===== src/rtl/reg_writeback_buffer.sv =====
// In-order write-back queue in front of the register file's single write port.
// Drops writes to $0 and forwards the youngest pending data for two read ports.
module reg_writeback_buffer #(
    parameter int unsigned DEPTH  = 4,
    parameter int unsigned DATA_W = 16,
    parameter int unsigned ADDR_W = 4
) (
    input  logic                     clk,
    input  logic                     rst,
    input  logic                     wb_valid,
    output logic                     wb_ready,
    input  logic [ADDR_W-1:0]        wb_reg,
    input  logic [DATA_W-1:0]        wb_data,
    input  logic                     drain_en,
    output logic                     rf_WriteEnable,
    output logic [ADDR_W-1:0]        rf_WriteReg,
    output logic [DATA_W-1:0]        rf_DstData,
    input  logic [ADDR_W-1:0]        SrcReg1,
    input  logic [ADDR_W-1:0]        SrcReg2,
    output logic                     fwd_hit1,
    output logic [DATA_W-1:0]        fwd_data1,
    output logic                     fwd_hit2,
    output logic [DATA_W-1:0]        fwd_data2,
    output logic [$clog2(DEPTH):0]   count
);

    localparam int unsigned PTR_W = $clog2(DEPTH);
    localparam int unsigned CNT_W = PTR_W + 1;

    logic [ADDR_W-1:0] ent_reg  [DEPTH];
    logic [DATA_W-1:0] ent_data [DEPTH];
    logic [PTR_W-1:0]  head;
    logic [PTR_W-1:0]  tail;
    logic              push;
    logic              pop;

    // Ready depends only on registered occupancy; a same-cycle pop does not free a slot.
    assign wb_ready = (count != CNT_W'(DEPTH));
    assign push     = wb_valid & wb_ready & (wb_reg != '0);
    assign pop      = drain_en & (count != '0);

    assign rf_WriteEnable = pop;
    assign rf_WriteReg    = pop ? ent_reg[head]  : '0;
    assign rf_DstData     = pop ? ent_data[head] : '0;

    always_ff @(posedge clk or posedge rst) begin
        if (rst) begin
            head  <= '0;
            tail  <= '0;
            count <= '0;
            for (int unsigned i = 0; i < DEPTH; i++) begin
                ent_reg[i]  <= '0;
                ent_data[i] <= '0;
            end
        end else begin
            if (push) begin
                ent_reg[tail]  <= wb_reg;
                ent_data[tail] <= wb_data;
                tail           <= tail + PTR_W'(1);
            end
            if (pop) begin
                head <= head + PTR_W'(1);
            end
            case ({push, pop})
                2'b10:   count <= count + CNT_W'(1);
                2'b01:   count <= count - CNT_W'(1);
                default: count <= count;
            endcase
        end
    end

    // Walk entries oldest to youngest so the last match (closest to tail) wins.
    always_comb begin
        logic [PTR_W-1:0] idx;
        fwd_hit1  = 1'b0;
        fwd_data1 = '0;
        fwd_hit2  = 1'b0;
        fwd_data2 = '0;
        idx       = '0;
        for (int unsigned k = 0; k < DEPTH; k++) begin
            idx = head + PTR_W'(k);
            if (CNT_W'(k) < count) begin
                if ((SrcReg1 != '0) && (ent_reg[idx] == SrcReg1)) begin
                    fwd_hit1  = 1'b1;
                    fwd_data1 = ent_data[idx];
                end
                if ((SrcReg2 != '0) && (ent_reg[idx] == SrcReg2)) begin
                    fwd_hit2  = 1'b1;
                    fwd_data2 = ent_data[idx];
                end
            end
        end
    end

endmodule


===== config.mk =====
export PLATFORM = sky130hd
export DESIGN_NAME = reg_writeback_buffer
export DESIGN_NICKNAME = d
export VERILOG_FILES = /design/src/rtl/reg_writeback_buffer.sv
export SDC_FILE = /design/constraint.sdc
export NUM_CORES = 1
export LEC_CHECK = 0
export ABC_AREA = 1
export CAP_MARGIN = 20
export CORE_ASPECT_RATIO = 1.4
export CORE_MARGIN = 3
export CORE_UTILIZATION = 45
export DETAILED_ROUTE_END_ITERATION = 8
export DONT_BUFFER_PORTS = 1
export PLACE_DENSITY = 0.62
export REMOVE_ABC_BUFFERS = 1
export SYNTH_ARGS = -nofsm -noshare
export SYNTH_HDL_FRONTEND = slang
export SYNTH_SLANG_ARGS = --single-unit

===== constraint.sdc =====
create_clock -name clk -period 4.3 [get_ports clk]
set_clock_uncertainty 0.2 [all_clocks]
set_input_delay 1.29 -clock clk [delete_from_list [all_inputs] [get_ports clk]]
set_output_delay 1.29 -clock clk [all_outputs]
set_load 0.005 [all_outputs]

==> flow_summary.json, run 1 <==
{
  "status": "finished clean",
  "vias": 7833,
  "postCtsHoldBufs": 0,
  "regArea_um2": 2180,
  "area_growth_pct": 8.55,
  "worstMarginPinSlew_ps": 729,
  "slew_headroom": 0.513,
  "die_h_um": 158,
  "synth.distinct_cells": 28,
  "final-setup-viol-count": 0,
  "p_per_area_nw_per_um2": 912,
  "htreeDepth": 3,
  "overflow": 0,
  "dp_hpwl_mm": 16.6,
  "rsz0062_at_grt": "no",
  "worst-setup-path-type": "in2out",
  "die_x_um": 114,
  "utilization": 0.506,
  "row_count": 54,
  "syn_inst": 1249,
  "final_hold_viol_count": 0,
  "worstSkewPairLatency_ps": 340,
  "layout_commonest_cell": "nand2_1",
  "period_share": 0.949,
  "synth_area_um2": 7400,
  "p_leak_nw": 3.98,
  "design_area_um2": 8040,
  "largest_reg_flops": 64,
  "clock_path_buffers": 2,
  "wl_per_cell_um": 17.0,
  "antenna_found_initial": 0,
  "cts_inserted_buffers": 9,
  "grt_max_degree": 105,
  "multi_input_area_um2": 4410,
  "path_clk_slew_ps": 70,
  "place_congestion": 0.926,
  "synth_seq_cells": 87,
  "post_dp_cell_area_um2": 7620,
  "avgViaCountPerCell": 5.50,
  "worstSetupEndpointType": "output pin",
  "max_freq_mhz": 245,
  "drt_iter0_markers": 595,
  "cp_slowest_cell": "buf_4",
  "worstSetupStartpointType": "input pin",
  "wl_mm": 24.2,
  "cts_root_buffer": "clkbuf_16",
  "fill_cells": 1656,
  "die_area_um2": 18000,
  "cap_viol_max_count": 0,
  "crit_arrival_ps": 2590,
  "antenna_cells": 0,
  "ys_warn_count": 0,
  "path_cells": "inv_1 > nand3_1 > inv_1 > nor2_1 > nand2_1 > nor2_4 > buf_4 > nand4_1 > nand3_1 > nand2_1 > nand2_1",
  "slowest_delay_ps": 280,
  "core_area_um2": 15900,
  "ir_drop_v": 0.000476,
  "port_buffers": 0,
  "drt_pre_antenna_iters": 5,
  "hold_path.class": "reg2reg",
  "initial_utilization": 0.466,
  "postRouteAntennaNets": 0,
  "io_pins": 91,
  "drv_slew": 0,
  "fin_crit_ps": 4080,
  "seq_area_frac_synth": 0.294,
  "grt_usage": 0.274,
  "drive_gt1_frac": 0.0636,
  "cts_tree": "built",
  "avgSynthCellArea_um2": 5.93,
  "worst-path-max-fanout": 16,
  "crit_top_cell": "nand2_1",
  "grt_pass1_vias": 7497,
  "cts_sinks": 87,
  "grt_pass1_wl_mm": 38.9,
  "nets": 1263,
  "final_cell_mix": "nand2_1 (446), o21ai_0 (194), inv_1 (119), nand3_1 (110), nor2_1 (102)",
  "route.detailed.drc": 0,
  "worstPathRequired_ps": 2810
}
## final timing paths
kind	startpoint	end	slack [ps]	cells past startpoint
setup / recovery	SrcReg1[2]	fwd_data1[14]	220	11
hold / removal	ent_data[24]	ent_data[24]	320	2
setup reg to reg	count[0]	ent_data[58]	1380	8
hold reg to reg	ent_data[24]	ent_data[24]	320	2
max in group asynchronous	rst	head[0]	2740	2
min in group asynchronous	rst	ent_data[14]	710	2
## repair_timing
| item | 4_1_cts | 5_1_grt |
|---|---|---|
| setup buffers | 0 | 4 |
| setup endpoints to repair | 0 | 32 |
| gates resized for setup | 0 | 6 |
## routing by layer
layer,vias up,global-route usage,wire length [um],part of all wire
met2,264,0.484,12000,0.50
met3,54,0.0489,1620,0.067
met1,3574,0.326,9790,0.40
met4,0,0.110,785,0.032
met5,-,0,0,0
li1,3941,-,-,-
## cell type report
type                            instances  area share
Clock buffer                           10      0.0297
Clock inverter                          6      0.0115
Inverter                              122      0.0574
Multi-Input combinational cell        964       0.548
Sequential cell                        87       0.271
Tap cell                              196      0.0305
Timing Repair Buffer                   38      0.0509
## cell families after synthesis
| logic type | after synthesis | share of synthesized area |
|---|---|---|
| and+or+nand+nor | 713 | 0.405 |
| DFF | 87 | 0.294 |
| xor gates and xnor gates | 14 | 0.0166 |
| adders and majority gates | 9 | 0.0152 |
| buffers and inverters | 198 | 0.114 |
| AOI/OAI and AO/OA | 228 | 0.155 |
## worst max-delay path, delay by kind of cell
family        cells  cell delay [ps]
simple gates      8              830
buf+inv           3              450
## synth_stat cells, drive strengths merged
| library cell | n | share of area |
|---|---|---|
| nand3b | 1 | 0.0010 |
| nand3 | 112 | 0.079 |
| xnor2 | 2 | 0.0024 |
| buf | 42 | 0.035 |
| o21ai | 221 | 0.15 |
| or4 | 1 | 0.0010 |
| dfrtp | 87 | 0.29 |
| xor2 | 12 | 0.014 |
| a21oi | 4 | 0.0027 |
| ha | 9 | 0.015 |
| inv | 122 | 0.062 |
| nor2 | 114 | 0.065 |
| a31oi | 1 | 0.00085 |
| o211ai | 2 | 0.0020 |
| and2 | 1 | 0.00085 |
| nand4 | 32 | 0.027 |
| nand2 | 452 | 0.23 |
| clkbuf | 34 | 0.017 |
## per-stage QoR
step / total power, mW / TNS (ps) / hold WS, ps / cells / worst slack (ps)
final: 7.33 / 0 / 320 / 1423 / 218
after CTS: 7.25 / 0 / 319 / 1419 / 12.1
after global placement: 6.31 / 0 / 302 / 1403 / 244
after detailed placement: 6.35 / 0 / 303 / 1403 / 249
after global routing: 8.08 / 0 / 344 / 1423 / 26.3
after floorplan: 4.78 / -72200 / 285 / 1173 / -1900
## where the power goes
| part | total, mW | switching [mW] | internal, mW |
|---|---|---|---|
| Clock | 0.881 | 0.351 | 0.529 |
| Sequential | 1.48 | 0.257 | 1.22 |
| Combinational | 4.97 | 3.50 | 1.47 |
Power figures use the tool's default switching activity.
==> inputs of run 2 (changes only) <==
--- a/config.mk
+++ b/config.mk
@@ -7,12 +7,14 @@
 export LEC_CHECK = 0
 export ABC_AREA = 1
 export CAP_MARGIN = 20
+export CELL_PAD_IN_SITES_DETAIL_PLACEMENT = 0
+export CELL_PAD_IN_SITES_GLOBAL_PLACEMENT = 1
 export CORE_ASPECT_RATIO = 1.4
 export CORE_MARGIN = 3
 export CORE_UTILIZATION = 45
 export DETAILED_ROUTE_END_ITERATION = 8
 export DONT_BUFFER_PORTS = 1
-export PLACE_DENSITY = 0.62
+export PLACE_DENSITY = 0.83
 export REMOVE_ABC_BUFFERS = 1
 export SYNTH_ARGS = -nofsm -noshare
 export SYNTH_HDL_FRONTEND = slang
==> run 2 against run 1 <==
  * First-iteration DRC count shrank 8.7%
  * Sequential share of layout area grew 0.072 points
  * Largest cell class unchanged
  * Critical path depth up 1
  * Total power shrank 0.32%
  * Critical path type unchanged
  * Count of clock-buffer cells in the layout increased by 2
  * Worst hold slack gained 1.1 ps
  * Global-route usage decreased by 0.50 points
  * Combinational power barely moved
  * Die area stayed put
  * Non-clock buffer count fell by 3
==> flow_summary.json, run 2 (synthesized netlist as in run 1, its figures left out) <==
{
  "status": "finished clean",
  "die_x_um": 114,
  "cp_slowest_cell": "buf_4",
  "max_freq_mhz": 243,
  "drv_slew": 0,
  "die_h_um": 158,
  "final_hold_viol_count": 0,
  "io_pins": 91,
  "worst-setup-path-type": "in2out",
  "stdcell_count": 1420,
  "p_per_area_nw_per_um2": 911,
  "grt_usage": 0.269,
  "vias": 7758,
  "cts_tree": "built",
  "grt_max_degree": 97,
  "layout_commonest_cell": "nand2_1",
  "fin_crit_ps": 4110,
  "crit_arrival_ps": 2620,
  "slew_headroom": 0.482,
  "wl_mm": 23.9,
  "antenna_found_initial": 0,
  "postCtsHoldBufs": 0,
  "post_dp_cell_area_um2": 7570,
  "dp_hpwl_mm": 16.7,
  "nets": 1260,
  "postRouteAntennaNets": 0,
  "route.detailed.drc": 0,
  "design_area_um2": 8020,
  "period_share": 0.957,
  "antenna_cells": 0,
  "hold_path.class": "reg2reg",
  "row_count": 54,
  "largest_reg_flops": 64,
  "slowest_delay_ps": 230,
  "cts_sinks": 87,
  "die_area_um2": 18000,
  "grt_pass1_vias": 7392,
  "path_clk_slew_ps": 70,
  "initial_utilization": 0.466,
  "worstSetupEndpointType": "output pin",
  "drt_pre_antenna_iters": 7,
  "drt_iter0_markers": 543,
  "cts_inserted_buffers": 9,
  "worst-path-max-fanout": 18,
  "cap_viol_max_count": 0,
  "worstPathRequired_ps": 2810,
  "multi_input_area_um2": 4420,
  "htreeDepth": 3,
  "dp.cells": 1399,
  "grt_pass1_wl_mm": 38.2,
  "regArea_um2": 2180,
  "area_growth_pct": 8.26,
  "drive_gt1_frac": 0.0613,
  "ir_drop_v": 0.000567,
  "wl_per_cell_um": 16.8,
  "whs_ps": 321,
  "final_cell_mix": "nand2_1 (446), o21ai_0 (194), inv_1 (119), nand3_1 (110), nor2_1 (101)",
  "avgViaCountPerCell": 5.46,
  "path_cells": "inv_1 > nand3_1 > inv_1 > nor2_1 > nand2_1 > nor2_2 > nand3_1 > buf_4 > nor2_1 > nor2_1 > nand2_1 > nand2_1",
  "place_congestion": 0.919,
  "p_leak_nw": 3.96,
  "overflow": 0,
  "worstSetupStartpointType": "input pin",
  "worstMarginPinSlew_ps": 778,
  "cts_root_buffer": "clkbuf_16",
  "port_buffers": 0,
  "clock_path_buffers": 2,
  "fill_cells": 1651,
  "worstSkewPairLatency_ps": 350,
  "final-setup-viol-count": 0,
  "core_area_um2": 15900,
  "total_power_mw": 7.30
}
## run 2: cell types whose count changed in the layout (fill, tap and decap cells not counted)
| cell | delta |
|---|---|
| clkbuf_1 | +1 |
| clkbuf_8 | +1 |
| nand2_8 | +1 |
| inv_4 | -1 |
| buf_6 | -3 |
| clkinv_4 | +1 |
| nand2_4 | -1 |
| clkinvlp_4 | -1 |
| nor2_1 | -1 |
| nor2_2 | +1 |
| inv_8 | -1 |
## run 2: final cells by class
class / instances / share of cell area
Clock buffer: 12 / 0.0320
Clock inverter: 4 / 0.00968
Tap cell: 196 / 0.0306
Sequential cell: 87 / 0.272
Multi-Input combinational cell: 964 / 0.551
Inverter: 122 / 0.0574
Timing Repair Buffer: 35 / 0.0468
## run 2: power breakdown
| part | total, mW | switching, mW | leakage (nW) | internal, mW |
|---|---|---|---|---|
| logic | 4.96 | 3.52 | 2.73 | 1.44 |
| registers | 1.46 | 0.235 | 1.07 | 1.22 |
| clock network | 0.886 | 0.342 | 0.163 | 0.544 |
| total | 7.30 | 4.09 | 3.96 | 3.21 |
## run 2: per-layer routing
layer,vias up,part of all wire,track usage
met1,3509,0.40,0.321
li1,3936,-,-
met3,44,0.072,0.0459
met2,269,0.50,0.478
met5,-,0,0
met4,0,0.027,0.104
## run 2: critical path, delay by kind of cell
kind,cells,cell delay (ps)
buffers and inverters,3,380
AND/OR/NAND/NOR,9,930
## run 2: what timing repair did
action | in CTS | in global routing
gates resized for setup | 1 | 4
buffers inserted | 0 | 5
endpoints found under the setup margin | 32 | 33
pin swaps | 0 | 5
## run 2: path summary, 6_finish.rpt
check / start / endpoint / slack (ps) / cells past startpoint
max: SrcReg2[3] / fwd_data2[9] / 190 / 12
min: ent_data[31] / ent_data[31] / 320 / 2
max reg2reg: count[0] / ent_data[37] / 1540 / 8
min reg2reg: ent_data[31] / ent_data[31] / 320 / 2
max in group asynchronous: rst / ent_data[1] / 2680 / 2
min in group asynchronous: rst / ent_data[55] / 530 / 1
## run 2: through the flow
step	setup TNS [ps]	worst slack, ps	utilization
after global placement	0	178	0.477
after detailed placement	0	150	0.477
final	0	185	0.505
after global routing	-2.75	-2.75	0.505
after CTS	0	14.0	0.498
after floorplan	-72200	-1900	-
==> inputs of run 3 (changes only) <==
--- a/config.mk
+++ b/config.mk
@@ -6,14 +6,14 @@
 export NUM_CORES = 1
 export LEC_CHECK = 0
 export ABC_AREA = 1
+export BUFFER_PORTS_ARGS = -buffer_cell sky130_fd_sc_hd__buf_2
 export CAP_MARGIN = 20
 export CELL_PAD_IN_SITES_DETAIL_PLACEMENT = 0
 export CELL_PAD_IN_SITES_GLOBAL_PLACEMENT = 1
 export CORE_ASPECT_RATIO = 1.4
 export CORE_MARGIN = 3
-export CORE_UTILIZATION = 45
+export CORE_UTILIZATION = 41
 export DETAILED_ROUTE_END_ITERATION = 8
-export DONT_BUFFER_PORTS = 1
 export PLACE_DENSITY = 0.83
 export REMOVE_ABC_BUFFERS = 1
 export SYNTH_ARGS = -nofsm -noshare
==> constraint.sdc (replaced) <==
create_clock -name clk -period 4.3 [get_ports clk]
set_clock_uncertainty 0.2 [all_clocks]
set_input_delay 0.645 -clock clk [delete_from_list [all_inputs] [get_ports clk]]
set_output_delay 0.645 -clock clk [all_outputs]
set_load 0.005 [all_outputs]
==> run 3 against run 2 <==
  * First-iteration DRC count increased by 5.2%
  * Largest cell class unchanged
  * Global-route usage decreased by 1.0 points
  * Via count up 4.4%
  * Critical endpoint is now fwd_data2[8]
  * Die area rose by 9.3%
==> flow_summary.json, run 3 (synthesized netlist as in run 1, its figures left out) <==
{
  "dp.cells": 1527,
  "final_cell_mix": "nand2_1 (446), o21ai_0 (194), inv_1 (119), nand3_1 (110), nor2_1 (102)",
  "grt_max_degree": 129,
  "wl_per_cell_um": 16.2,
  "slowest_delay_ps": 610,
  "postCtsHoldBufs": 0,
  "grt_usage": 0.258,
  "rsz0062_at_grt": "no",
  "final-setup-viol-count": 0,
  "r2r_setup_slack_ps": 1820,
  "switching_power_mw": 4.13,
  "p_sw_frac": 0.563,
  "die_area_um2": 19700,
  "p_int_mw": 3.21,
  "p_comb_frac": 0.690,
  "overflow": 0,
  "stdcell_count": 1546,
  "cts_inserted_buffers": 9,
  "post_dp_cell_area_um2": 7990,
  "worstSetupEndpointType": "output pin",
  "clock_path_buffers": 2,
  "htreeDepth": 3,
  "die_h_um": 165,
  "core_area_um2": 17500,
  "worstSetupStartpointType": "flip-flop",
  "worstMarginPinSlew_ps": 1050,
  "grt_pass1_wl_mm": 40.3,
  "wl_mm": 25.0,
  "fin_crit_ps": 3950,
  "status": "finished clean",
  "vias": 8098,
  "cts_sinks": 87,
  "cap_viol_max_count": 0,
  "ir_drop_v": 0.000410,
  "utilization": 0.473,
  "area_growth_pct": 12.1,
  "pre_cts_ws_ps": 558,
  "drv_slew": 0,
  "worstSkewPairLatency_ps": 350,
  "fill_cells": 1950,
  "pwr-share-seq": 0.206,
  "antenna_found_initial": 0,
  "postRouteAntennaNets": 0,
  "dp_hpwl_mm": 18.0,
  "ff2ff_path_depth": 10,
  "avgViaCountPerCell": 5.24,
  "drt_iter0_markers": 571,
  "drive_gt1_frac": 0.122,
  "slew_headroom": 0.302,
  "max_freq_mhz": 253,
  "place_congestion": 0.944,
  "design_area_um2": 8300,
  "period_share": 0.918,
  "crit_top_cell": "nand2_1",
  "cp_slowest_cell": "dfrtp_4",
  "worst-path-max-fanout": 29,
  "io_pins": 91,
  "path_clk_slew_ps": 70,
  "drt_pre_antenna_iters": 6,
  "nets": 1346,
  "layout_commonest_cell": "nand2_1",
  "cts_tree": "built",
  "worst-setup-path-type": "reg2out",
  "die_x_um": 120,
  "crit_arrival_ps": 3100,
  "row_count": 57,
  "final_hold_viol_count": 0,
  "largest_reg_flops": 64,
  "antenna_cells": 0,
  "initial_utilization": 0.422,
  "p_per_area_nw_per_um2": 885,
  "total_power_mw": 7.34,
  "port_buffers": 90,
  "grt_pass1_vias": 7601,
  "cts_root_buffer": "clkbuf_16",
  "route.detailed.drc": 0,
  "worstPathRequired_ps": 3450,
  "clkPwrFrac": 0.104,
  "path_cells": "inv_2 > nand2_1 > nand2_2 > nand2_1 > nand3_1 > nand2_1 > nor2_4 > buf_4 > nand3_4 > nand3_1 > nand3_1 > nand2_1 > nand2_1 > buf_2",
  "timing.final.ws_setup_ps": 353,
  "hold_path.class": "in2async",
  "p_leak_nw": 4.30
}
## run 3: changes by cell type in the layout (fill, tap and decap cells not counted)
cell / delta
buf_12: -9
buf_2: +90
buf_4: +5
bufinv_16: -2
clkinvlp_4: +1
inv_2: +1
nand2_2: +1
nand2_4: +1
nand2_8: -2
nor2_1: +1
nor2_2: -1
## run 3: path summary, 6_finish.rpt
kind	to	startpoint
min in group clk	ent_data[26]	ent_data[26]
max in group asynchronous	head[0]	rst
worst max register to register	count[2]	count[0]
worst max-delay path	fwd_data2[8]	head[0]
worst min register to register	ent_data[26]	ent_data[26]
worst min-delay path	ent_data[33]	rst
## run 3: stage by stage
step / hold slack, ps / TNS, ps
6_report: 215 / 0
5_1_grt: 268 / 0
4_1_cts: 232 / 0
3_5_place_dp: 307 / 0
3_3_place_gp: 304 / 0
2_1_floorplan: 285 / -42420
## run 3: per-layer routing
metal	GRT usage	vias to the layer above	part of all wire
li1	-	4102	-
met1	0.317	3650	0.41
met2	0.459	301	0.50
met3	0.0380	45	0.061
met4	0.0964	0	0.027
met5	0	-	0
## run 3: critical path, delay by kind of cell, from the launching register on
family                 cells  cell delay, ps
buffers and inverters      3             660
DFF                        1             610
and+or+nand+nor           11            1470
## run 3: layout make-up
type | instances | area (um2) | share of cell area
repair buffers | 121 | 683 | 0.0823
clock inverters | 4 | 30.0 | 0.00362
flip-flops and latches | 87 | 2180 | 0.263
clock buffers | 12 | 256 | 0.0309
well taps | 236 | 295 | 0.0356
inverters | 122 | 459 | 0.0553
multi-input cells | 964 | 4390 | 0.529
## run 3: power by group through the flow
stage / Sequential, mW / Combinational, mW / Clock, mW
finish: 1.51 / 5.06 / 0.766
global route: 1.57 / 5.76 / 0.819
CTS: 1.51 / 5.02 / 0.784
detailed placement: 1.53 / 5.00 / 0
global placement: 1.52 / 4.99 / 0
floorplan: 1.56 / 3.22 / 0
## run 3: what timing repair did
| action | 4_1_cts | 5_1_grt |
|---|---|---|
| setup buffers | 0 | 3 |
| resized for setup | 0 | 0 |
| setup endpoints to repair | 0 | 16 |
